==> src/rtl/gpu_pkg.sv <==
// rtl/gpu_pkg.sv - shared core-stage codes, LSU state encoding and register-input mux codes
package gpu_pkg;

  localparam logic [2:0] CORE_IDLE    = 3'b000;
  localparam logic [2:0] CORE_FETCH   = 3'b001;
  localparam logic [2:0] CORE_DECODE  = 3'b010;
  localparam logic [2:0] CORE_REQUEST = 3'b011;
  localparam logic [2:0] CORE_WAIT    = 3'b100;
  localparam logic [2:0] CORE_EXECUTE = 3'b101;
  localparam logic [2:0] CORE_UPDATE  = 3'b110;
  localparam logic [2:0] CORE_DONE    = 3'b111;

  typedef enum logic [1:0] {
    LSU_IDLE       = 2'b00,
    LSU_REQUESTING = 2'b01,
    LSU_WAITING    = 2'b10,
    LSU_DONE       = 2'b11
  } lsu_state_e;

  localparam logic [1:0] RIM_ARITHMETIC = 2'b00;
  localparam logic [1:0] RIM_MEMORY     = 2'b01;
  localparam logic [1:0] RIM_CONSTANT   = 2'b10;
  localparam logic [1:0] RIM_MOVC       = 2'b11;

endpackage

==> src/rtl/lsu_timeout_counter.sv <==
// rtl/lsu_timeout_counter.sv - counts ready-less WAITING edges and flags the aborting edge
module lsu_timeout_counter #(
  parameter int TIMEOUT_CYCLES = 64
) (
  input  logic clk,
  input  logic reset,
  input  logic clear_i,
  input  logic count_en_i,
  output logic expire_o
);

  localparam int CW = $clog2(TIMEOUT_CYCLES + 1);

  logic [CW-1:0] cnt_q, cnt_d;

  always_comb begin
    cnt_d = cnt_q;
    if (clear_i) begin
      cnt_d = '0;
    end else if (count_en_i) begin
      cnt_d = cnt_q + CW'(1);
    end
  end

  // Expires on the edge that would make the count reach TIMEOUT_CYCLES.
  assign expire_o = count_en_i && (cnt_q == CW'(TIMEOUT_CYCLES - 1));

  always_ff @(posedge clk) begin
    if (reset) begin
      cnt_q <= '0;
    end else begin
      cnt_q <= cnt_d;
    end
  end

endmodule

==> src/rtl/thread_lsu.sv <==
// rtl/thread_lsu.sv - per-thread load/store unit running one valid/ready memory transaction per LDR/STR
module thread_lsu
  import gpu_pkg::*;
#(
  parameter int DATA_BITS      = 8,
  parameter int TIMEOUT_CYCLES = 64
) (
  input  logic                 clk,
  input  logic                 reset,
  input  logic                 enable,
  input  logic [2:0]           core_state,
  input  logic                 decoded_mem_read_enable,
  input  logic                 decoded_mem_write_enable,
  input  logic [DATA_BITS-1:0] rs,
  input  logic [DATA_BITS-1:0] rt,
  output logic                 mem_read_valid,
  output logic [DATA_BITS-1:0] mem_read_address,
  input  logic                 mem_read_ready,
  input  logic [DATA_BITS-1:0] mem_read_data,
  output logic                 mem_write_valid,
  output logic [DATA_BITS-1:0] mem_write_address,
  output logic [DATA_BITS-1:0] mem_write_data,
  input  logic                 mem_write_ready,
  output logic [1:0]           lsu_state,
  output logic [DATA_BITS-1:0] lsu_out,
  output logic                 lsu_error
);

  lsu_state_e           state_q, state_d;
  logic                 op_read_q, op_read_d;
  logic                 rvalid_q, rvalid_d;
  logic                 wvalid_q, wvalid_d;
  logic [DATA_BITS-1:0] addr_q, addr_d;
  logic [DATA_BITS-1:0] wdata_q, wdata_d;
  logic [DATA_BITS-1:0] out_q, out_d;
  logic                 err_q, err_d;

  logic active_ready;
  logic expire;

  // Only the channel of the latched operation can complete the transaction.
  assign active_ready = op_read_q ? mem_read_ready : mem_write_ready;

  generate
    if (TIMEOUT_CYCLES > 0) begin : g_timeout
      lsu_timeout_counter #(
        .TIMEOUT_CYCLES(TIMEOUT_CYCLES)
      ) u_timeout (
        .clk       (clk),
        .reset     (reset),
        .clear_i   (enable && (state_q != LSU_WAITING)),
        .count_en_i(enable && (state_q == LSU_WAITING) && !active_ready),
        .expire_o  (expire)
      );
    end else begin : g_no_timeout
      assign expire = 1'b0;
    end
  endgenerate

  always_comb begin
    state_d   = state_q;
    op_read_d = op_read_q;
    rvalid_d  = rvalid_q;
    wvalid_d  = wvalid_q;
    addr_d    = addr_q;
    wdata_d   = wdata_q;
    out_d     = out_q;
    err_d     = err_q;
    if (enable) begin
      case (state_q)
        LSU_IDLE: begin
          if ((core_state == CORE_REQUEST) &&
              (decoded_mem_read_enable || decoded_mem_write_enable)) begin
            state_d   = LSU_REQUESTING;
            op_read_d = decoded_mem_read_enable;
            err_d     = 1'b0;
          end
        end
        LSU_REQUESTING: begin
          state_d = LSU_WAITING;
          addr_d  = rs;
          if (op_read_q) begin
            rvalid_d = 1'b1;
          end else begin
            wvalid_d = 1'b1;
            wdata_d  = rt;
          end
        end
        LSU_WAITING: begin
          if (active_ready) begin
            state_d  = LSU_DONE;
            rvalid_d = 1'b0;
            wvalid_d = 1'b0;
            if (op_read_q) begin
              out_d = mem_read_data;
            end
          end else if (expire) begin
            state_d  = LSU_DONE;
            rvalid_d = 1'b0;
            wvalid_d = 1'b0;
            err_d    = 1'b1;
            out_d    = '0;
          end
        end
        LSU_DONE: begin
          if (core_state == CORE_UPDATE) begin
            state_d = LSU_IDLE;
          end
        end
        default: state_d = LSU_IDLE;
      endcase
    end
  end

  always_ff @(posedge clk) begin
    if (reset) begin
      state_q   <= LSU_IDLE;
      op_read_q <= 1'b0;
      rvalid_q  <= 1'b0;
      wvalid_q  <= 1'b0;
      addr_q    <= '0;
      wdata_q   <= '0;
      out_q     <= '0;
      err_q     <= 1'b0;
    end else begin
      state_q   <= state_d;
      op_read_q <= op_read_d;
      rvalid_q  <= rvalid_d;
      wvalid_q  <= wvalid_d;
      addr_q    <= addr_d;
      wdata_q   <= wdata_d;
      out_q     <= out_d;
      err_q     <= err_d;
    end
  end

  assign mem_read_valid    = rvalid_q;
  assign mem_read_address  = addr_q;
  assign mem_write_valid   = wvalid_q;
  assign mem_write_address = addr_q;
  assign mem_write_data    = wdata_q;
  assign lsu_state         = state_q;
  assign lsu_out           = out_q;
  assign lsu_error         = err_q;

endmodule

==> config.mk <==
export PLATFORM = sky130hd
export DESIGN_NAME = thread_lsu
export DESIGN_NICKNAME = d
export VERILOG_FILES = /design/src/rtl/gpu_pkg.sv /design/src/rtl/lsu_timeout_counter.sv /design/src/rtl/thread_lsu.sv
export SDC_FILE = /design/constraint.sdc
export NUM_CORES = 1
export LEC_CHECK = 0
export ABC_AREA = 1
export BUFFER_PORTS_ARGS = -buffer_cell sky130_fd_sc_hd__buf_2
export CAP_MARGIN = 10
export CORE_ASPECT_RATIO = 0.7
export CORE_MARGIN = 4
export CORE_UTILIZATION = 44
export CTS_BUF_LIST = sky130_fd_sc_hd__clkbuf_8
export DETAILED_ROUTE_END_ITERATION = 12
export PLACE_DENSITY = 0.86
export REMOVE_ABC_BUFFERS = 1
export SETUP_SLACK_MARGIN = 0.15
export SYNTH_ARGS = -nofsm -noshare
export SYNTH_HDL_FRONTEND = slang
export SYNTH_SLANG_ARGS = --single-unit
==> constraint.sdc <==
create_clock -name clk -period 1.5 [get_ports clk]
set_input_delay 0.3 -clock clk [delete_from_list [all_inputs] [get_ports clk]]
set_output_delay 0.3 -clock clk [all_outputs]
set_load 0.005 [all_outputs]
# [Yosys cells after proc, flatten, opt, wreduce, memory -nomap -nowiden]
# Cells that the tools add are included.
[totals] out_inout_bits=37 in_bits=34 elab_cells=65 register_bits=37
[op_classes] add_sub_neg=1 bitwise_logic=1 n_eq_ne=15 n_reduce_logical=20 mux=19
[op_table] operator="8-bit 2-to-1 mux" n=3
[op_table] operator="2-bit inequality test, second input constant" n=8
[op_table] operator="4-bit AND reduction" n=4
[op_table] operator="1-bit 2-to-1 mux" n=8
[op_table] operator="2-bit 2-to-1 mux" n=4
[op_table] operator="2-bit case mux with 4 select lines" n=1
[op_table] operator="7-bit by 1-bit adder with 7-bit output, second input constant" n=1
[op_table] operator="7-bit by 6-bit equality test with 1-bit output, second input constant" n=1
[op_table] operator="1-bit case mux with 2 select lines" n=3
[op_table] operator="3-bit AND reduction" n=2
[op_table] operator="2-bit nonzero test" n=3
[op_table] operator="1-bit logical AND" n=5
[op_table] operator="5-bit AND reduction" n=1
[op_table] operator="2-bit equality test, second input constant" n=2
[op_table] operator="3-bit by 2-bit equality test with 1-bit output, second input constant" n=1
[op_table] operator="3-bit equality test, second input constant" n=1
[op_table] operator="3-bit inequality test, second input constant" n=1
[op_table] operator="2-bit by 1-bit equality test with 1-bit output, second input constant" n=1
[op_table] operator="2-bit logical NOT" n=1
[op_table] operator="2-bit AND reduction" n=1
[op_table] operator="2-bit OR reduction" n=1
[op_table] operator="1-bit logical NOT" n=1
[op_table] operator="1-bit logical OR" n=1
[op_table] operator="1-bit NOT" n=1

# [Depth between registers and ports, before layout]
[depth] ltp_word=7 ltp_mapped=10 ltp_nobuf=10

# [Hierarchy]
# From an unflattened synthesis, not the netlist that was laid out.
[hier_totals] hier_cells=250 hier_area_um2=1788.0
[by_module_without_submodules] module="thread_lsu" cells_per_inst=203 area_per_inst_um2=1451.4 seq_area_each_um2=600.6 instances=1
[by_module_without_submodules] module="lsu_timeout_counter" cells_per_inst=47 area_per_inst_um2=336.6 seq_area_each_um2=140.1 instances=1

# [Worst setup path after synthesis]
# OpenSTA, ideal clock, no wires.
[synth_timing] path_kind="register to register" from="reg state_q[0], in the netlist lsu_state[0]" to="reg out_q[0], in the netlist lsu_out[0]" n_path_buf=1 setup_slack_ns=-0.066 arrival_time_ns=1.449 path_stages_with_launch=11 required_time_ns=1.383 period_less_slack_ns=1.566 setup_time_ns=0.117 path_cell_list="dfxtp_1 -> inv_1 -> ha_1 -> buf_2 -> nand2_1 -> nor2_4 -> nand2_2 -> o21ai_2 -> inv_2 -> a21oi_1 -> nor2_1"
[synth_via] elab_chain_len=6
[synth_lines] item="start: declaration" line="thread_lsu.sv:29" text="lsu_state_e state_q, state_d;"
[synth_lines] item="start signal: assignment" line="thread_lsu.sv:126" text="state_q <= state_d;"
[synth_lines] item="2-bit equality test (*)" line="thread_lsu.sv:52, thread_lsu.sv:70"
[synth_lines] item="1-bit logical AND (2 in series)" line="thread_lsu.sv:52" text=".count_en_i(enable && (state_q == LSU_WAITING) && !active_ready),"
[synth_lines] item="1-bit logical AND" line="lsu_timeout_counter.sv:26" text="assign expire_o = count_en_i && (cnt_q == CW'(TIMEOUT_CYCLES - 1));"
[synth_lines] item="2-bit nonzero test (no line)"
[synth_lines] item="4-bit AND reduction (no line) (*)"
[synth_lines] item="end signal: assignment" line="thread_lsu.sv:132" text="out_q <= out_d;"
[synth_lines] item="end: declaration" line="thread_lsu.sv:35" text="logic [DATA_BITS-1:0] out_q, out_d;"
# Every way passes the cells marked *; elsewhere a longest branch is shown, timed or not.
# A chain may end at the register's enable or synchronous reset.

# [Worst setup path after layout]
[layout_timing] from="reg state_q[0], in the netlist lsu_state[0]" to="reg g_timeout.u_timeout.cnt_q[5]"
[layout_via] elab_chain_len=3 elab_cells_between_ends=6
[layout_lines] item="2-bit inequality test or 2-bit equality test (tied branches)" line="thread_lsu.sv:51, thread_lsu.sv:52"
[layout_lines] item="1-bit logical AND (on tied branches)" line="thread_lsu.sv:51, thread_lsu.sv:52"
[layout_lines] item="2-bit OR reduction (no line) or 1-bit logical AND (tied branches)"
[layout_lines] item="end signal: assignment" line="lsu_timeout_counter.sv:32" text="cnt_q <= cnt_d;"
[layout_lines] item="end: declaration" line="lsu_timeout_counter.sv:14" text="logic [CW-1:0] cnt_q, cnt_d;"
# Parallel ways exist; a longest one is shown, timed or not.

==> impl.org <==
** Floorplan
- Die extent in y :: 59.2 µm
- After floorplanning, the core was sized to cover 3560 µm².
- Pin placement for this block handled 71 I/O pins.
- Area of the die :: 4810 µm²
- Die width :: 81.2 µm
- Initial standard-cell utilization of the core :: 46.4%
- Row generation in the floorplan step produced 18 rows.

** Route
- Dividing the detail-routed wire length by the instance count gives 13.6 µm.
- In this run, the number of DRC markers left after iteration 0 of detailed routing was 106.
- Wires add up to 4880 µm.
- Count of TritonRoute iterations in the first routing pass :: 5
- Remaining antenna violation count :: 0
- Via Count :: 1799
- After detailed routing, the number of remaining DRC violations is 0.
- DR vias/cell :: 5.01

** Run
- Max-cap violations in this run came to 0.

** Layout
- The layout has 304 filler cells.
- In the layout the commonest cells are 70 x sky130_fd_sc_hd__buf_2, 50 x sky130_fd_sc_hd__nor2_1, 31 x sky130_fd_sc_hd__dfxtp_1.
- Leaving out fill and tap cells, the most frequent cell in the layout is sky130_fd_sc_hd__buf_2.
- The post-route netlist has 45.3% of its cells at a drive strength greater than 1.
- Final Core Density :: 68.5%
- For this run, the post-layout net count is 347.
- Area delta synth->final :: 47.6%
- Count of inserted antenna diode cells :: 0

** Placement
- HPWL after detailed placement :: 3050 µm
- Port buffering added 70 buffers.
- Place WS :: -67.1 ps
- GP Congestion :: 0.799

** Critical path
- Of all nets on the critical path, the largest fanout is 4.
- Kind of end point of the critical path :: flop
- Worst setup path category :: flop to flop
- Worst Path Required :: 1730 ps
- The worst setup path is launched from a flop.
- For the worst setup path, the data arrival time is 1670 ps.

** Timing
- Dividing the final minimum period by the clock period gives 96.0%.
- Clock period minus final worst setup slack :: 1440 ps
- Derived from the worst setup path, the maximum achievable clock frequency is 694 MHz.
- The number of hold violations in the final report came to 0.
- Final setup violating endpoints :: 0
- Worst Tran Pin Value :: 300 ps
- Largest clock skew in the final design :: 11.1 ps
- Remaining max-slew budget at the tightest pin :: 80.0%
- The max-slew violation total from the final report came to 0.
- Unrepaired setup endpoints after global routing :: yes
- Slack of the critical path :: 59.4 ps

** Synthesis
- Area fraction of the dominant cell type after synthesis :: 44.9%
- A synthesized cell averages 7.33 µm².
- After technology mapping, the gate count stands at 225.
- The Yosys step of the flow raised 0 warnings.
- After synthesis, flip-flops and latches occupy 44.9% of the total area.
- Post-synthesis register bit count :: 37
- Summing every instance area after synthesis gives 1650 µm².
- Of all cell types, the one taking the most synthesized area is sky130_fd_sc_hd__dfxtp_1.
- Count of different cell masters after synthesis :: 24
- After synthesis, the cell types taking the most area are sky130_fd_sc_hd__dfxtp_1 45%, sky130_fd_sc_hd__nor2_1 12%, sky130_fd_sc_hd__o21ai_0 9.7%.

** Global routing
- The initial antenna violation count came to 0.
- Global-route wire length before repair :: 7400 µm
- Entering global routing, the biggest net connects 31 pins.
- Remaining global-route overflow :: 0
- The via count of the first global-routing pass was 1698.
- Across every metal layer, demand over resource in global routing totals 20.4%.

** Power and ir drop
- The clock network is responsible for 39.3% of the overall power.
- Combinational fraction of design power :: 19.1%
- Power density of the placed cells :: 1070 nW/µm²
- Summed over all nets, the switching power comes to 0.677 mW.
- Summed over all cells, the static leakage comes to 1.20 nW.
- Across the VDD grid, the largest voltage drop is 0.576 mV.
- Of the total power, the share spent switching nets is 25.9%.
- Sequential cell fraction of total power :: 41.6%
- Cell-internal power :: 1.93 mW

** Clock network
- Counting along the longest clock path gives a buffer depth of 2.
- Clock-pin slew was measured on the worst setup and hold paths at 80 ps.
- Number of buffers inserted by hold repair at cts :: 0
- The number of clock buffers added by TritonCTS is 5.
- Clock tree synthesis selected as its root buffer the cell sky130_fd_sc_hd__clkbuf_8.
- TritonCTS built the clock tree.
- Number of levels in the clock H-tree :: 2
- Clock net sink count :: 37
- Clock insertion delay at the later pin of the skew report :: 300 ps

** Status
- The run finished with clean final reports.

** Worst hold path
- Class of the tightest hold or removal check :: input pin to flop
[path summary, 6_finish.rpt]
kind / startpoint / end / slack (ps) / cells past startpoint
worst max register to register: lsu_state[0] / g_timeout.u_timeout.cnt_q[5] / 60 / 9
worst min register to register: mem_read_valid / mem_read_valid / 480 / 2
worst max-delay path: lsu_state[0] / g_timeout.u_timeout.cnt_q[5] / 60 / 9
worst min-delay path: rt[2] / mem_write_data[2] / 230 / 3
[routing by layer]
metal  wire [µm]  up-vias  global-route usage (%)  share of wire, %
li1            -      889                       -                 -
met1        1920      806                    23.4                39
met2        2430       88                    35.6                50
met3         427       16                    5.78               8.8
met4          98        0                    8.67               2.0
met5           0        -                       0                 0
[cells by family after synthesis]
group                    synth area share, %
AND/OR/NAND/NOR                         22.6
buffers and inverters                   9.70
flip-flops                              44.9
AO/OA/AOI/OAI                           19.0
adder cells (fa/ha/maj)                 3.79
[power by group through the flow]
stage	Clock, mW	Sequential (mW)	Combinational, mW
2_1_floorplan	0	1.11	0.208
3_3_place_gp	0	1.10	0.432
3_5_place_dp	0	1.10	0.439
4_1_cts	1.04	1.09	0.468
5_1_grt	1.08	1.09	0.557
6_report	1.02	1.09	0.498
[worst max-delay path: stages, from the launching register on]
cell	delay [ps]
sky130_fd_sc_hd__dfxtp_2	330
sky130_fd_sc_hd__inv_2	70
sky130_fd_sc_hd__ha_4	160
sky130_fd_sc_hd__nand2_4	70
sky130_fd_sc_hd__nor2_4	160
sky130_fd_sc_hd__buf_6	140
sky130_fd_sc_hd__nand2_2	80
sky130_fd_sc_hd__nor2_4	140
sky130_fd_sc_hd__o21ai_1	80
sky130_fd_sc_hd__a21oi_1	140
[through the flow]
step           TNS (ps)  power [mW]  hold WS [ps]  instances  instance area, µm²
4_1_cts               0        2.59           225        357                2340
6_report              0        2.61           232        359                2440
3_3_place_gp          0        1.53           442        344                2070
3_5_place_dp       -259        1.54           450        344                2070
5_1_grt           -44.4        2.73           240        359                2440
2_1_floorplan      -744        1.32           422        212                1570
[synth_stat cells (all sizes together)]
master	n
clkbuf	3
nand2	21
buf	10
a21boi	1
or2	2
o21a	1
nand3b	1
nor3	3
nand3	5
inv	21
a31oi	1
nand4	2
dfxtp	37
ha	5
o21ai	34
a21oi	23
nor2	55
[sequential cells by signal, summed over array words and instances (netlist names)]
| signal | count |
|---|---|
| lsu_state | 2 |
| mem_write_valid | 1 |
| mem_write_data | 8 |
| lsu_out | 8 |
| mem_read_address | 8 |
| op_read_q | 1 |
| lsu_error | 1 |
| mem_read_valid | 1 |
| g_timeout.u_timeout.cnt_q | 7 |
[final cells by class]
class	instances	area [µm²]	area share [%]
tap	50	62.6	2.57
sequential	37	751	30.8
clock inverter	3	65.1	2.67
clock buffer	5	68.8	2.82
timing repair buffer	89	509	20.9
inverter	21	81.3	3.34
multi-input combinational	154	898	36.9
[repair_timing]
action	CTS	global route
pin swaps	11	14
setup endpoints to repair	28	34
gates resized for setup	31	30
setup buffers	5	2
(Power assumes the default switching activity.)
